`src/rtl/pe_tile_loader.sv`:
```
// pe_tile_loader: tile load-and-issue sequencer in front of the PE array input.
// Loads N_WGT weight words and N_DATA data words from a host stream. Replays the
// data words one beat per handshake, with the weights held alongside each beat.
// Repeats this for the latched number of tiles, then pulses done.
module pe_tile_loader #(
  parameter int DATA_W = 32,
  parameter int N_DATA = 64,
  parameter int N_WGT  = 4
) (
  input  logic                     clock,
  input  logic                     resetn,
  input  logic                     start,
  input  logic [7:0]               num_tiles,
  input  logic                     s_valid,
  output logic                     s_ready,
  input  logic [DATA_W-1:0]        s_data,
  output logic                     o_ivalid,
  input  logic                     o_iready,
  output logic [DATA_W-1:0]        o_data,
  output logic [N_WGT*DATA_W-1:0]  o_wgt,
  output logic                     o_first,
  output logic                     o_last,
  output logic                     busy,
  output logic                     done,
  output logic [7:0]               tile_idx
);

  // The write index is shared by the weight and data phases, so it is sized
  // for the larger of the two.
  localparam int IDX_N = (N_DATA > N_WGT) ? N_DATA : N_WGT;
  localparam int IDX_W = $clog2(IDX_N);
  localparam int RD_W  = $clog2(N_DATA);
  localparam int WG_W  = (N_WGT > 1) ? $clog2(N_WGT) : 1;

  typedef enum logic [2:0] {
    IDLE    = 3'd0,
    LD_WGT  = 3'd1,
    LD_DATA = 3'd2,
    ISSUE   = 3'd3,
    DONE    = 3'd4
  } state_t;

  state_t state;
  state_t state_nx;

  logic [IDX_W-1:0]  widx;
  logic [RD_W-1:0]   ridx;
  logic [7:0]        tile_cnt;

  logic [DATA_W-1:0] wgt      [N_WGT];
  logic [DATA_W-1:0] data_buf [N_DATA];

  logic s_hs;
  logic o_hs;
  logic wgt_end;
  logic data_end;
  logic beat_end;
  logic more_tiles;

  assign s_hs       = s_valid & s_ready;
  assign o_hs       = o_ivalid & o_iready;
  assign wgt_end    = (widx == IDX_W'(N_WGT - 1));
  assign data_end   = (widx == IDX_W'(N_DATA - 1));
  assign beat_end   = (ridx == RD_W'(N_DATA - 1));
  assign more_tiles = ({1'b0, tile_idx} + 9'd1) < {1'b0, tile_cnt};

  // State register
  always_ff @(posedge clock or negedge resetn) begin
    if (!resetn) begin
      state <= IDLE;
    end else begin
      state <= state_nx;
    end
  end

  // Next-state decode
  always_comb begin
    state_nx = state;
    case (state)
      IDLE:    if (start) state_nx = LD_WGT;
      LD_WGT:  if (s_hs && wgt_end) state_nx = LD_DATA;
      LD_DATA: if (s_hs && data_end) state_nx = ISSUE;
      ISSUE:   if (o_hs && beat_end) state_nx = more_tiles ? LD_WGT : DONE;
      DONE:    state_nx = IDLE;
      default: state_nx = IDLE;
    endcase
  end

  // Outputs decode only from registered state and read index, so neither
  // handshake input reaches its own ready/valid combinationally.
  always_comb begin
    s_ready  = 1'b0;
    o_ivalid = 1'b0;
    o_first  = 1'b0;
    o_last   = 1'b0;
    busy     = 1'b1;
    done     = 1'b0;
    case (state)
      IDLE:    busy = 1'b0;
      LD_WGT:  s_ready = 1'b1;
      LD_DATA: s_ready = 1'b1;
      ISSUE: begin
        o_ivalid = 1'b1;
        o_first  = (ridx == '0);
        o_last   = beat_end;
      end
      DONE:    done = 1'b1;
      default: busy = 1'b0;
    endcase
  end

  // Index and tile counters; each wraps to zero exactly at its phase transition.
  always_ff @(posedge clock or negedge resetn) begin
    if (!resetn) begin
      widx     <= '0;
      ridx     <= '0;
      tile_idx <= 8'd0;
      tile_cnt <= 8'd1;
    end else begin
      case (state)
        IDLE: begin
          if (start) begin
            widx     <= '0;
            ridx     <= '0;
            tile_idx <= 8'd0;
            tile_cnt <= (num_tiles == 8'd0) ? 8'd1 : num_tiles;
          end
        end
        LD_WGT: begin
          if (s_hs) widx <= wgt_end ? '0 : widx + IDX_W'(1);
        end
        LD_DATA: begin
          if (s_hs) begin
            widx <= data_end ? '0 : widx + IDX_W'(1);
            if (data_end) ridx <= '0;
          end
        end
        ISSUE: begin
          if (o_hs) begin
            ridx <= beat_end ? '0 : ridx + RD_W'(1);
            if (beat_end && more_tiles) tile_idx <= tile_idx + 8'd1;
          end
        end
        default: ;
      endcase
    end
  end

  // Tile storage: written only by host handshakes, never reset.
  always_ff @(posedge clock) begin
    if (state == LD_WGT && s_hs) wgt[widx[WG_W-1:0]] <= s_data;
    if (state == LD_DATA && s_hs) data_buf[widx[RD_W-1:0]] <= s_data;
  end

  assign o_data = data_buf[ridx];

  for (genvar g = 0; g < N_WGT; g++) begin : g_wgt
    assign o_wgt[g*DATA_W +: DATA_W] = wgt[g];
  end

endmodule

```
`config.mk`:
```
export PLATFORM = sky130hd
export DESIGN_NAME = pe_tile_loader
export DESIGN_NICKNAME = d
export VERILOG_FILES = /design/src/rtl/pe_tile_loader.sv
export SDC_FILE = /design/constraint.sdc
export NUM_CORES = 2
export LEC_CHECK = 0
export CAP_MARGIN = 20
export CORE_ASPECT_RATIO = 2
export CORE_MARGIN = 1.5
export CORE_UTILIZATION = 40
export CTS_BUF_LIST = sky130_fd_sc_hd__clkbuf_4
export CTS_CLUSTER_DIAMETER = 100
export DETAILED_ROUTE_END_ITERATION = 7
export GPL_TIMING_DRIVEN = 0
export MAX_ROUTING_LAYER = met4
export PLACE_DENSITY_LB_ADDON = 0.08
export SYNTH_ARGS = -nofsm -noshare
export SYNTH_HDL_FRONTEND = slang
export SYNTH_SLANG_ARGS = --single-unit
```
`constraint.sdc`:
```
create_clock -name clock -period 8.46 [get_ports clock]
set_input_delay 2.538 -clock clock [delete_from_list [all_inputs] [get_ports clock]]
set_output_delay 2.538 -clock clock [all_outputs]
set_load 0.05 [all_outputs]
```
After elaboration in Yosys (flattened, before gate mapping)
Memories as Yosys holds them, arrays and structs flattened.
Index checks and enable logic that the tools add are counted.
- bits of input ports: 45
- RAM bits: 2176
- bits in read-only memories: 0
- bits in registers: 31
- output and inout port bits: 174
- memories kept: 2
- latch bits: 0
- word-level logic and storage cells: 81
- order comparisons: 1
- shift operators: 0
- $mul: 0
- equal/unequal tests: 16
- reductions and logical operators: 19
- div/mod/pow operators: 0
- bitwise operators: 2
- add/subtract/negate cells: 4
- mux-type cells: 32
- memories (memory ; depth ; width ; read ports ; clocked after Yosys merged registers in ; write ports ; RTL line ; RTL):
    data_buf ; 64 ; 32 ; 1 ; 0 ; 1 ; 51 ; logic [DATA_W-1:0] data_buf [N_DATA];
    wgt ; 4 ; 32 ; 4 ; 0 ; 1 ; 50 ; logic [DATA_W-1:0] wgt [N_WGT];
- operator list (cell ; count):
    $mux 6 ; 9
    $pmux 6 s3 ; 2
    $mux 8 ; 4
    $ne 2x2->1 const B ; 9
    $pmux 8 s2 ; 1
    $mux 3 ; 5
    $add 6x1->6 const B ; 2
    $eq 6x6->1 const B ; 2
    $pmux 3 s4 ; 1
    $reduce_and 4->1 ; 3
    $mux 1 ; 10
    $add 8x1->9 const B ; 1
    $lt 9x8->1 ; 1
    $add 8x1->8 const B ; 1
    $logic_not 8->1 ; 1
    $eq 3x2->1 const B ; 2
    $eq 6x2->1 const B ; 1
    $logic_and 1x1->1 ; 6
    $logic_not 6->1 ; 1
    $reduce_bool 3->1 ; 2
    $reduce_and 5->1 ; 1
    $reduce_or 4->1 ; 1
    $eq 3x1->1 const B ; 1
    $eq 3x3->1 const B ; 1
    5 further kinds ; 6

Longest topological paths before layout
- depth in word-level cells: 7
- depth in mapped cells: 12

Worst setup path before layout
No wires, ideal clock.
- path type: register -> output
- start point: reg ridx[0]
- end point: out o_data[17]
- path slack: 3015 ps
- data required time: 5922 ps
- cell stages (with the launch flop): 11
- data arrival time: 2907 ps
- path buffers: 6
- path through: dfrtp_1 buf_6 buf_12 buf_8 buf_8 buf_6 buf_6 a211oi_1 a2111oi_0 a211oi_1 o31ai_1
- longest elaborated chain between the ends: 1
- RTL lines (element ; RTL line ; RTL):
    start, declared ; 47 ; logic [RD_W-1:0] ridx;
    start signal, assigned ; 140 ; ridx <= beat_end ? '0 : ridx + RD_W'(1);
    $mem_v2 64x32 ; n/a ;
    end, declared ; 19 ; output logic [DATA_W-1:0] o_data,
Every way passes these cells.

Worst setup path in the final report
- start point: reg ridx[1]
- end point: out o_data[30]
The elaborated chain is that of the path after synthesis.

==> results.txt <==
----------------------------------------------------
[Drt]
  Router iterations before antenna repair ... 5
  Ratio of routed vias to standard cells ... roughly 5.8
  Total number of vias ... roughly 45,000
  Overall routed net length ... ~290,000 µm
  Routed wire per std cell ... about 38 µm
  Antenna-violating nets left ... 0
  DR DRC count ... 0
  Violation count after the first detailed-route iteration ... about 4,400

[Clock tree]
  CTS Hold Bufs ... 0
  # Post-CTS Setup Buffers ... 0
  Latest clock arrival within the worst-skew pair ... 1.33 ns
  Worst-case clock buffer depth ... 4
  TritonCTS clock tree ... done
  Cell at the root of the clock tree ... sky130_fd_sc_hd__clkbuf_4
  Total clock buffers created by CTS ... 487
  Number of clock sinks ... about 2,200
  Clock-pin slew reported for the worst setup and hold paths after clock tree synthesis ... ~0.070 ns
  Count of H-tree levels built during CTS ... 5

[Critical path]
  Highest cell delay on the worst timing path ... 0.86 ns
  Reg-to-reg endpoint ... data_buf[15][1]$_DFFE_PP_
  Crit path buf inv count ... 4
  CP top delay family ... buffers and inverters
  Required time of the critical path ... slightly below 6 ns
  CP Cell Sequence ... buf_2, buf_2, clkbuf_1, mux4_2, mux2_2, a21oi_1, o31ai_1, clkdlybuf4s50_1
  Most Frequent Cell on Critical Path ... sky130_fd_sc_hd__buf_2
  Worst reg-to-reg setup slack ... 4.27 ns
  Worst setup SP type ... register
  Kind of critical path ... register to output pin
  RR Startpoint ... state[0]$_DFFE_PN0P_
  Max FO, Critical Path ... 10
  Worst EP arrival ... ~5.9 ns
  Crit path capture type ... output pin
  Register-to-Register Path Depth ... 7
  Slowest cell on the critical path ... sky130_fd_sc_hd__clkbuf_1

[Synthesis]
  Avg Cell Area, Syn ... approximately 22 µm²
  Number of synthesized register bits ... between 2,000 and 2,500
  Mapped Nets ... roughly 3,800
  Share of flip-flops with an asynchronous set or reset ... around 1.4%
  Proportion of synthesized chip area in sequential cells ... between 70% and 80%
  Leading register cell type out of synthesis ... sky130_fd_sc_hd__edfxtp_1
  Number of enable-type register cells in the synthesized netlist ... about 2,200
  Mapped cell area ... 0.0842 mm²
  Synth unique cells ... between 60 and 70
  Number of cells produced by synthesis ... approximately 3,800
  Yosys Warn Count ... 0

[Die]
  Die height ... between 600 and 700 µm
  Initial core utilization ... about 40%
  Core Rows ... 238
  I/O pin total ... around 220
  Die span in x ... 327 µm
  Area of the die ... between 0.2 and 0.25 mm²
  Std-Cell Core Area ... about 0.21 mm²

[Place]
  Placed cell area ... 0.0931 mm²
  Buffers on Ports ... 217
  Placer congestion estimate ... slightly below 0.9
  Half-perimeter wire length of the detailed placement result ... 199,000 µm
  Setup Slack @ Placement ... just over 0.5 ns

[Global route]
  Largest net degree at the start of global routing ... around 70
  Via count of the first global-routing pass ... around 47,000
  Global-route wire length before repair ... 391,000 µm
  Congestion Overflow GR ... 0
  Number of antenna violations at the first check in global routing ... 19
  Total global-route track usage ... 28.1%

[Min path]
  WHS Path Cells ... 2
  Origin of the worst min-delay path ... tile_cnt[0]$_DFFE_PN1P_
  Sink of the worst hold path ... tile_cnt[0]$_DFFE_PN1P_
  Path category of the worst min-delay check ... register to register

[Power]
  Gate power share ... approximately 23%
  Part of the power in the clock network ... between 30 and 40%
  Switching Share ... about 30%
  Total net switching power ... between 7000 and 8000 µW
  Leakage power total ... about 0.031 µW
  Part of the total power dissipated in sequential elements ... 46.5%
  Largest voltage drop on the vdd net ... between 0.15 and 0.2 mV
  Internal power ... ~18,000 µW
  PwrDens ... around 260 mW/mm²

[Layout]
  Final-stage net count ... 4,675
  Final Instance Area ... 0.0992 mm²
  Fraction of layout cells with a size suffix above 1 ... 33.4%
  Layout overhead on the synthesized area ... 17.8%

[STA]
  Total setup violations reported at the end of the flow ... 0
  Highest achievable clock rate ... between 100 and 150 MHz
  Clock skew after layout ... 0.102 ns
  Setup TNS after final layout ... 0 ns
  Tcrit/Tclk final ... around 100%
  Post-route worst setup slack ... approximately 0.0098 ns
  Relative slew slack ... 19.4%
  Fin. Hold Viols ... 0
  Final Critical Period ... ~8.5 ns
  Pin slew with the least headroom to its limit ... around 1.2 ns
  Number of max-slew violations in the final report ... 0

[Status]
  Result of the run ... finished clean

[Job]
  Max Cap Viol ... 0

----------------------------------------------------
-- synthesized netlist by cell type (all sizes together) (2+ instances only) --
| library cell | instances | area share (%) |
|---|---|---|
| nand4 | 4 | 0.030 |
| a211o | 9 | 0.094 |
| a2111oi | 18 | 0.19 |
| and3 | 9 | 0.067 |
| or2 | 4 | 0.030 |
| a22o | 13 | 0.14 |
| nor2 | 112 | 0.50 |
| nor2b | 17 | 0.13 |
| a21o | 6 | 0.053 |
| nand2 | 64 | 0.29 |
| o2bb2ai | 2 | 0.021 |
| a22oi | 61 | 0.54 |
| mux4 | 468 | 13 |
| a211oi | 15 | 0.14 |
| xor2 | 3 | 0.031 |
| or3 | 5 | 0.037 |
| o221ai | 20 | 0.21 |
| a21oi | 63 | 0.37 |
| o22ai | 52 | 0.39 |
| nand3b | 5 | 0.045 |
| edfxtp | 2176 | 78 |
| nor3b | 3 | 0.027 |
| a221oi | 25 | 0.29 |
| a221o | 9 | 0.11 |
| xnor2 | 5 | 0.052 |
| nor4 | 4 | 0.030 |
| inv | 16 | 0.071 |
| o31ai | 25 | 0.22 |
| clkbuf | 83 | 0.37 |
| mux2 | 54 | 0.72 |
| o211a | 2 | 0.024 |
| a31oi | 2 | 0.015 |
| mux2i | 141 | 1.7 |
| and2 | 7 | 0.052 |
| nor3 | 9 | 0.059 |
| or3b | 2 | 0.021 |
| dfrtp | 30 | 0.89 |
| nand2b | 5 | 0.037 |
| o21ai | 53 | 0.31 |
| nand3 | 26 | 0.15 |
| buf | 122 | 1.2 |
| ha | 14 | 0.21 |
-- sequential cells by signal, summed over array words and instances, names as in the netlist --
register,flops
ridx,6
tile_cnt,8
widx,6
wgt,128
data_buf,2048
state,3
tile_idx,8
-- worst max-delay path by stage --
stage / from / endpoint / slack (ns) / cells past startpoint
3_3_place_gp: ridx[2]$_DFFE_PN0P_ / o_data[0] / -0.22 / 9
4_1_cts: ridx[1]$_DFFE_PN0P_ / o_data[30] / 0.01 / 8
6_report: ridx[1]$_DFFE_PN0P_ / o_data[30] / 0.01 / 8
5_1_grt: ridx[1]$_DFFE_PN0P_ / o_data[11] / -0.03 / 11
2_1_floorplan: ridx[0]$_DFFE_PN0P_ / o_data[17] / 3.01 / 10
3_5_place_dp: ridx[1]$_DFFE_PN0P_ / o_data[22] / 0.51 / 11
-- layout by cell type, fill, tap and decap left out, drive strengths merged, types with 25 or more instances in the layout --
cell           synthesis  final
o21ai                 53     53
mux2i                141    141
nand3                 26     26
buf                  122    289
mux2                  54     54
o31ai                 25     25
o22ai                 52     52
dfrtp                 30     30
nand2                 64     64
clkbuf                83    801
a221oi                25     25
nor2                 112    112
a22oi                 61     61
clkdlybuf4s50          0    177
mux4                 468    468
a21oi                 63     63
edfxtp              2176   2176
clkinv                 1    118
-- routing by layer --
layer | global-route usage [%] | wire length, µm | vias up
met1 | 29.5 | 99200 | 24000
li1 | - | - | 18000
met4 | 15.0 | 17900 | 0
met5 | - | 0 | -
met2 | 50.5 | 159000 | 1953
met3 | 4.27 | 15500 | 613
-- kinds of logic after synthesis --
| family | count (synthesis) | share of synthesized area [%] |
|---|---|---|
| xor gates and xnor gates | 8 | 0.0832 |
| muxes | 663 | 14.9 |
| and+or+nand+nor | 278 | 1.53 |
| DFF | 2207 | 78.5 |
| adders and majority gates | 14 | 0.208 |
| AOI/OAI and AO/OA | 380 | 3.17 |
| buffers and inverters | 222 | 1.60 |
-- tightest hold or removal path, stage by stage, from the launching register on --
cell and delay [ns]:
sky130_fd_sc_hd__dfstp_2 0.37, sky130_fd_sc_hd__nor2_1 0.09, sky130_fd_sc_hd__a21oi_1 0.05
-- layout make-up --
class	instances	area (µm²)
clock inverters	126	532
multi-input cells	1343	17400
plain buffers	205	1340
diodes	19	47.5
flip-flops and latches	2207	66100
repair buffers	355	4910
inverters	17	63.8
well taps	2760	3450
clock buffers	718	5390
fillers	17900	110000
-- power groups by stage --
stage / combinational (µW) / clock (µW) / sequential (µW)
floorplan: 3360 / 0 / 12600
global placement: 5870 / 0 / 12500
detailed placement: 6020 / 0 / 12500
CTS: 6050 / 8240 / 12200
global route: 6170 / 8730 / 12200
finish: 5970 / 8060 / 12200
-- stage by stage --
step	cells	util, %	hold WS [ns]	total power, µW
final	7750	47.3	0.510	26200
after global routing	7744	47.3	0.535	27100
after CTS	7730	47.3	0.505	26500
after detailed placement	6886	44.4	0.493	18500
after global placement	6749	42.9	0.490	18400
after floorplan	3772	-	0.479	15900
-- timing repair --
item	4_1_cts	5_1_grt
gates resized for setup	60	5
endpoints found under the setup margin	24	2
pin swaps	0	0
Note: power is estimated with default switching activity, not from simulation.
==> edit: new RTL, same settings <==
The parameter `DATA_W` goes from 32 to 40.
--- a/src/rtl/pe_tile_loader.sv
+++ b/src/rtl/pe_tile_loader.sv
@@ -5,3 +5,3 @@
 module pe_tile_loader #(
-  parameter int DATA_W = 32,
+  parameter int DATA_W = 40,
   parameter int N_DATA = 64,
Ports: changed (resized o_data, o_wgt and s_data); port bits go from 219 to 267. No check against the original RTL was run, so the function may have changed too.
==> edit against the unedited design <==
Hold slack better by 33 ps; wire length up 28%; clock skew up 77 ps; count of clock-buffer cells in the layout up 238; maximum frequency about the same; sequential cell count up 544; area after synthesis up 24%; final cell count up 23%; setup slack better by 2.3 ps; power up 27%; non-clock buffer count up 164; sequential share of layout area down 0.31 points; die area up 24%; design area up 25%; critical path type unchanged.
==> edit: results (changes against the unedited design) <==
Parameter                              Value

Synthesis
  FFs w/ async S/R, synth ... 1.13% (-0.28 points)
  Syn Nets ... 4,555 (+19%)
  Number of enable-type register cells in the synthesized netlist ... 2,720 (+25%)
  Proportion of synthesized area in mux cells ... 16.0% (+1.0 points)
  Fraction of the yosys area taken by sequential cells ... 79.1% (+0.59 points)
  Xor/xnor share of the synthesized area ... 0.0672% (-0.016 points)

Critical path
  Critical-path cell with the highest stage delay ... clkdlybuf4s50_1
  Slack of the worst reg-to-reg path ... 4020 ps (-250 ps)
  End point of the critical path ... o_data[31]
  Launch point of the critical path ... ridx[2]$_DFFE_PN0P_
  Worst flop-to-flop path endpoint ... data_buf[39][16]$_DFFE_PP_

Finish
  Number of inserted filler cells in the final layout ... 21,700 (+21%)
  Non-clock buffer contribution to total cell area ... 6.77% (+0.47 points)
  Count of buffers not belonging to the clock network in the layout ... 724 (+29%)
  ANT cells ... 16 (-3)
  Layout cells sized above 1 ... 36.0% (+2.6 points)
  Number of nets in the finished design ... 5,693 (+22%)
  Final-layout clock-cell area share ... 6.42% (+0.45 points)

CTS
  CTS buffer count ... 647 (+33%)
  Clock sink total ... 2,751 (+25%)
  Post-cts resize count ... 61 (+1.7%)

STA
  Slew margin rel. ... 16.5% (-2.9 points)
  Worst Hold Margin ... 543 ps (+33.4 ps)
  Min Tclk post-route ... 8450 ps (-2.27 ps)
  Final setup skew ... 179 ps (+77.1 ps)

Place
  Pre-CTS setup slack ... 573 ps (+67.0 ps)
  Number of I/O port buffers ... 265 (+22%)
  Number of instances in the placed design ... 8,433 (+22%)

Power
  Int Power ... 23,300 uW (+28%)
  Cell Pwr Density ... 268 nW/um^2 (+1.3%)
  Clock share of power ... 32.1% (+1.4 points)

Run status
  Outcome ... finished, final reports clean

Route
  WL per Instance ... 39.0 um (+3.7%)
  1st-iter DRT viols ... 5,767 (+32%)

Global routing
  Global-route wire length before repair ... 497,000 um (+27%)
  Via count of the first global-routing pass ... 58,100 (+24%)
-- edit: cell types whose count changed in the layout (fill, tap and decap cells not counted), sizes merged, moves of 14 or more --
| cell | before | now |
|---|---|---|
| mux4 | 468 | 676 |
| edfxtp | 2176 | 2720 |
| a2111oi | 18 | 4 |
| a221oi | 25 | 4 |
| clkdlybuf4s50 | 177 | 214 |
| a21oi | 63 | 29 |
| clkbuf | 801 | 1038 |
| nand3 | 26 | 46 |
| o32ai | 0 | 14 |
| nand2 | 64 | 100 |
| mux2 | 54 | 10 |
| buf | 289 | 414 |
-- edit: tightest hold or removal path: stages (launching register included) --
cell and delay, ps:
dfstp_2 390, nor2_1 100, a21oi_1 50
-- edit: metal layers --
metal	track usage [%]	routed length [um]
met5	-	0
met1	32.9	131000
met2	50.5	198000
met3	4.47	23100
met4	14.2	20100
